## config.mk

```make
export PLATFORM = sky130hd
export DESIGN_NAME = wrap_ring_allocator
export DESIGN_NICKNAME = d
export VERILOG_FILES = /design/src/rtl/wrap_ring_allocator_pkg.sv /design/src/rtl/add_wraparound_modn.sv /design/src/rtl/wrap_ring_allocator.sv
export SDC_FILE = /design/constraint.sdc
export NUM_CORES = 1
export LEC_CHECK = 0
export CELL_PAD_IN_SITES_DETAIL_PLACEMENT = 1
export CELL_PAD_IN_SITES_GLOBAL_PLACEMENT = 1
export CORE_ASPECT_RATIO = 0.7
export CORE_MARGIN = 4
export CORE_UTILIZATION = 38
export CTS_CLUSTER_DIAMETER = 120
export DETAILED_ROUTE_END_ITERATION = 6
export PLACE_DENSITY_LB_ADDON = 0.05
export RECOVER_POWER = 25
export SYNTH_ARGS = -nofsm -noshare
export SYNTH_HDL_FRONTEND = slang
export SYNTH_SLANG_ARGS = --single-unit
```

## constraint.sdc

```tcl
create_clock -name clk -period 4.66 [get_ports clk]
set_input_delay 1.165 -clock clk [delete_from_list [all_inputs] [get_ports clk]]
set_output_delay 1.165 -clock clk [all_outputs]
set_load 0.03 [all_outputs]
```

## src/rtl/wrap_ring_allocator_pkg.sv

```systemverilog
// Shared ring-allocator definitions: default geometry and derived widths.
package wrap_ring_allocator_pkg;

    localparam int RING_DEPTH = 40;
    localparam int RING_MAX_N = 4;
    localparam int RING_PTR_W = $clog2(RING_DEPTH);
    localparam int RING_CNT_W = $clog2(RING_DEPTH + 1);
    localparam int RING_NUM_W = $clog2(RING_MAX_N + 1);

endpackage

```

## src/rtl/add_wraparound_modn.sv

```systemverilog
// Combinational (a + b) mod DEPTH for operands already below DEPTH.
module add_wraparound_modn
    import wrap_ring_allocator_pkg::*;
#(
    parameter int DEPTH = RING_DEPTH,
    parameter int PTR_W = RING_PTR_W
) (
    input  logic [PTR_W-1:0] a,
    input  logic [PTR_W-1:0] b,
    output logic [PTR_W-1:0] sum
);

    localparam logic [PTR_W:0] DEPTH_EXT = (PTR_W + 1)'(DEPTH);

    logic [PTR_W:0] raw_sum;
    logic [PTR_W:0] wrapped;
    logic           borrow;

    // Full-width sum, then one conditional subtraction of DEPTH.
    always_comb begin
        raw_sum           = {1'b0, a} + {1'b0, b};
        {borrow, wrapped} = {1'b0, raw_sum} - {1'b0, DEPTH_EXT};
        sum               = borrow ? raw_sum[PTR_W-1:0] : wrapped[PTR_W-1:0];
    end

endmodule

```

## src/rtl/wrap_ring_allocator.sv

```systemverilog
// Ring-buffer slot allocator for non-power-of-two depths, with a modular index query port.
module wrap_ring_allocator
    import wrap_ring_allocator_pkg::*;
#(
    parameter int DEPTH = RING_DEPTH,
    parameter int PTR_W = RING_PTR_W,
    parameter int MAX_N = RING_MAX_N,
    parameter int CNT_W = RING_CNT_W
) (
    input  logic                       clk,
    input  logic                       rst_n,
    input  logic                       flush,
    input  logic                       alloc_valid,
    input  logic [$clog2(MAX_N+1)-1:0] alloc_num,
    output logic                       alloc_ack,
    output logic [PTR_W-1:0]           alloc_base,
    input  logic                       free_valid,
    input  logic [$clog2(MAX_N+1)-1:0] free_num,
    input  logic                       idx_valid,
    input  logic [PTR_W-1:0]           idx_base,
    input  logic [PTR_W-1:0]           idx_offset,
    output logic                       idx_out_valid,
    output logic [PTR_W-1:0]           idx_out,
    output logic [PTR_W-1:0]           head,
    output logic [PTR_W-1:0]           tail,
    output logic [CNT_W-1:0]           occupancy,
    output logic                       full,
    output logic                       empty,
    output logic                       underflow_err
);

    localparam logic [CNT_W-1:0] DEPTH_CNT = CNT_W'(DEPTH);

    logic [PTR_W-1:0] head_q;
    logic [PTR_W-1:0] tail_q;
    logic [CNT_W-1:0] occ_q;
    logic             underflow_q;

    logic [CNT_W-1:0] free_count;
    logic [CNT_W-1:0] alloc_cnt;
    logic [CNT_W-1:0] free_cnt;
    logic             free_ok;
    logic             free_bad;
    logic [CNT_W-1:0] occ_next;
    logic [PTR_W-1:0] tail_next;
    logic [PTR_W-1:0] head_next;
    logic [PTR_W-1:0] idx_sum;

    assign alloc_cnt  = CNT_W'(alloc_num);
    assign free_cnt   = CNT_W'(free_num);
    assign free_count = DEPTH_CNT - occ_q;

    // Grant/release decisions use registered occupancy only, so a same-cycle
    // free cannot make room for a same-cycle alloc.
    always_comb begin
        alloc_ack = alloc_valid && (alloc_num != '0) && (alloc_cnt <= free_count) && !flush;
        free_ok   = free_valid && (free_num != '0) && (free_cnt <= occ_q) && !flush;
        free_bad  = free_valid && (free_cnt > occ_q) && !flush;
    end

    // Occupancy update; a granted alloc never exceeds free_count so no overflow.
    always_comb begin
        occ_next = occ_q;
        if (alloc_ack) begin
            occ_next = occ_next + alloc_cnt;
        end
        if (free_ok) begin
            occ_next = occ_next - free_cnt;
        end
    end

    add_wraparound_modn #(.DEPTH(DEPTH), .PTR_W(PTR_W)) u_tail_add (
        .a   (tail_q),
        .b   (PTR_W'(alloc_num)),
        .sum (tail_next)
    );

    add_wraparound_modn #(.DEPTH(DEPTH), .PTR_W(PTR_W)) u_head_add (
        .a   (head_q),
        .b   (PTR_W'(free_num)),
        .sum (head_next)
    );

    add_wraparound_modn #(.DEPTH(DEPTH), .PTR_W(PTR_W)) u_idx_add (
        .a   (idx_base),
        .b   (idx_offset),
        .sum (idx_sum)
    );

    // Ring state register; flush overrides any alloc/free in the same cycle.
    always_ff @(posedge clk or negedge rst_n) begin
        if (!rst_n) begin
            head_q      <= '0;
            tail_q      <= '0;
            occ_q       <= '0;
            underflow_q <= 1'b0;
        end else if (flush) begin
            head_q      <= '0;
            tail_q      <= '0;
            occ_q       <= '0;
            underflow_q <= 1'b0;
        end else begin
            if (alloc_ack) begin
                tail_q <= tail_next;
            end
            if (free_ok) begin
                head_q <= head_next;
            end
            occ_q       <= occ_next;
            underflow_q <= underflow_q | free_bad;
        end
    end

    // Query pipeline stage, independent of ring state and flush.
    always_ff @(posedge clk or negedge rst_n) begin
        if (!rst_n) begin
            idx_out_valid <= 1'b0;
            idx_out       <= '0;
        end else begin
            idx_out_valid <= idx_valid;
            idx_out       <= idx_sum;
        end
    end

    assign alloc_base    = tail_q;
    assign head          = head_q;
    assign tail          = tail_q;
    assign occupancy     = occ_q;
    assign full          = (occ_q == DEPTH_CNT);
    assign empty         = (occ_q == '0);
    assign underflow_err = underflow_q;

endmodule

```

==> results.py, run 1 <==
metrics = {
    "outcome": {
        "status": "finished clean",
    },
    "power": {
        "max-vdd-ir-drop_mv": 0.248,
        "power_frac_comb_pct": 64.1,
        "p_clk_share_pct": 12.8,
        "swShare_pct": 46.6,
        "intPower_uw": 810,
        "p_per_area_mw_per_mm2": 477,
        "p_leak_nw": 1.41,
        "pwr-share-seq_pct": 23.1,
        "power.switching_uw": 707,
    },
    "cts": {
        "cts_tree": "built",
        "post_cts_buffers": 0,
        "cts_resized": 0,
        "holdBufCountCts": 0,
        "clk_pin_slew_ps": 100,
        "htreeDepth": 1,
        "cts-root-buf": "clkbuf_8",
        "cts_buffers": 3,
        "clockBufferDepth": 2,
        "clk_latency_ps": 280,
        "cts_sinks": 26,
    },
    "setup_path": {
        "crit_path_top_delay_cell": "clkdlybuf4s50_1",
        "crit_arrival_ps": 3320,
        "r2r-end": "occupancy[5]",
        "cp_cell_sequence": "clkdlybuf4s50_1 -> inv_1 -> ha_1 -> a32oi_1 -> o21ai_2 -> o21ai_4 -> nor2_2 -> clkdlybuf4s50_1",
        "worstPathMaxFanout": 5,
        "crit_type": "in -> out",
        "required_ps": 3490,
        "regToRegSetupSlack_ps": 670,
        "cp_common_cell": "clkdlybuf4s50_1",
        "crit_buf_inv": 3,
        "cp-end-kind": "output pin",
        "cp_top_family": "buffers and inverters",
        "start_kind": "input pin",
        "cpPeakStageDelay_ps": 600,
        "reg2reg_from": "occupancy[0]",
        "worstRegToRegCells": 18,
    },
    "global_routing": {
        "gr-total-overflow": 0,
        "antenna_found_initial": 0,
        "gr-max-usage-layer": "met2",
        "met3_usage_pct": 2.71,
        "gr-usage-all-layers_pct": 17.2,
        "grt_pass1_wl_um": 11000,
        "met2_usage_pct": 27.9,
        "grt_max_degree": 27,
        "use_met1_pct": 25.4,
        "grt_pass1_vias": 2203,
    },
    "sta": {
        "fin_crit_sh_pct": 96.3,
        "worst_pin_slew_ps": 1470,
        "post-route-min-period_ps": 4490,
        "setup_viol": 0,
        "skew_ps": 5.03,
        "hold_violations": 0,
        "max_freq_mhz": 223,
        "slew_violations": 0,
        "slew_headroom_pct": 1.87,
        "grt_setup_unrepaired": "no",
        "fin_tns_setup_ps": 0,
    },
    "drt": {
        "routedWlPerCell_um": 15.9,
        "vias": 2182,
        "routed_wl_um": 6550,
        "route.antenna.remaining_nets": 0,
        "drt_pass1_iterations": 4,
        "drc": 0,
        "initialDrtViolationCount": 38,
        "avgViaCountPerCell": 5.28,
    },
    "yosys": {
        "ys.flop_type": "dfrtp_1",
        "synth_area_leaders": "dfrtp_1 26%, ha_1 14%, a21oi_1 5.5%",
        "yosys_warnings": 0,
        "synth_cell_types": 55,
        "synthTopCellsByCount": "28 x ha_1, 27 x a21oi_1, 26 x dfrtp_1",
        "syn_area_per_cell_sq_um": 8.83,
        "synthCells": 279,
        "seq_area_frac_synth_pct": 26.4,
        "yosysTopAreaCellShare_pct": 26.4,
        "synth_edf_count": 0,
        "netlist_area_sq_mm": 0.00246,
        "synth.most_common_cell": "ha_1",
        "syn_nets": 336,
        "synth_area_leader_cell": "dfrtp_1",
        "ys_ff_latch": 26,
        "async_flop_share_pct": 100,
    },
    "floorplan": {
        "num_rows": 24,
        "num_io_pins": 59,
        "fp.dieH_um": 75.4,
        "initial_core_util_pct": 39.4,
        "dieArea_sq_mm": 0.00786,
        "die_x_um": 104,
        "coreArea_sq_mm": 0.00625,
    },
    "place": {
        "placed_area_sq_mm": 0.00311,
        "globalplace.congestion": 0.852,
        "dp_hpwl_um": 5180,
        "numPortBuffers": 58,
    },
    "finish": {
        "filler_cell_count": 751,
        "areaGrowthSynthToFinish_pct": 29.0,
        "nNetsFinal": 393,
        "fin_area_sq_mm": 0.00318,
        "multi_input_area_sq_mm": 0.00164,
        "drive_gt1_share_pct": 7.76,
        "final-seq-area_sq_um": 651,
        "diodes": 0,
    },
    "min_path": {
        "hp-start": "underflow_err",
        "min_to": "underflow_err",
        "hold_path_class": "reg -> reg",
        "whs_path_depth": 2,
    },
    "job": {
        "cap_violations": 0,
    },
}
## how the worst max path moves through the flow
stage | from | to | cells after the start
after floorplan | alloc_num[2] | occupancy[5] | 15
after global placement | alloc_num[2] | alloc_ack | 8
after detailed placement | alloc_num[0] | occupancy[5] | 16
after CTS | alloc_num[0] | alloc_ack | 8
after global routing | alloc_num[2] | alloc_ack | 8
final | alloc_num[0] | alloc_ack | 8
## layout make-up
type                            instances  share of cell area (%)
Tap cell                               78                    3.07
Sequential cell                        26                    20.5
Clock inverter                          1                   0.945
Multi-Input combinational cell        219                    51.7
Inverter                               19                    2.24
Clock buffer                            3                    1.30
Timing Repair Buffer                   67                    20.3
## power by group through the flow
stage               Clock [mW]  Combinational, mW  Sequential, mW
floorplan                    0              0.585           0.432
global placement             0              0.955           0.354
detailed placement           0              0.973           0.356
CTS                      0.205              0.983           0.353
global route             0.213               1.07           0.365
finish                   0.193              0.973           0.351
## logic make-up after synthesis
family                     Yosys count  synth area share (%)
and+or+nand+nor                     83                  17.8
xor gates and xnor gates            19                  6.75
adders and majority gates           33                  18.3
DFF                                 26                  26.4
AOI/OAI and AO/OA                   74                  19.6
buffers and inverters               34                  6.91
muxes                               10                  4.27
## worst min-delay path: stages, from the launching register on
cell     delay [ps]
dfrtp_1         370
a21oi_1          50
nor2_1           80
## cell usage in the layout, fill, tap and decap left out, types with 5 or more instances in the layout
cell type        count
fa_1                 5
ha_1                28
mux2i_1              6
xnor2_1             11
xor2_1               8
a21oi_1             27
clkdlybuf4s50_1     56
inv_1               19
nor2_1              22
o21ai_0             10
nor3_1               5
nand2b_1             5
dfrtp_1             26
buf_4                8
a21o_1               7
nand2_1             19
nor2b_1              7
## metrics by stage
step                      setup slack (ps)  total power [mW]  std cells  hold WS (ps)  util (%)
after global placement                 223              1.31        409           489      49.8
after global routing                  46.9              1.65        413           608      50.9
after CTS                              152              1.54        413           527      50.9
final                                  170              1.52        413           525      50.9
after detailed placement               115              1.33        409           498      49.8
after floorplan                        645              1.02        279           661         -
## sequential cells by signal, indices dropped and copies added, names as in the netlist
name	count
alloc_base	6
head	6
idx_out	6
occupancy	6
idx_out_valid	1
underflow_err	1
## metal layers
metal  share of wire (%)  wire (um)
met5                   0          0
met4                0.34         22
met3                 3.4        224
met2                  45       2940
met1                  51       3360
Note: power is estimated with default switching activity, not from simulation.
==> run 2: changes to the inputs <==
--- a/config.mk
+++ b/config.mk
@@ -11,6 +11,7 @@
 export CORE_MARGIN = 4
 export CORE_UTILIZATION = 38
 export CTS_CLUSTER_DIAMETER = 120
+export CTS_CLUSTER_SIZE = 8
 export DETAILED_ROUTE_END_ITERATION = 6
 export PLACE_DENSITY_LB_ADDON = 0.05
 export RECOVER_POWER = 25
==> results of run 2 <==
Final layout, timing and power as in run 1 (identical DEF).
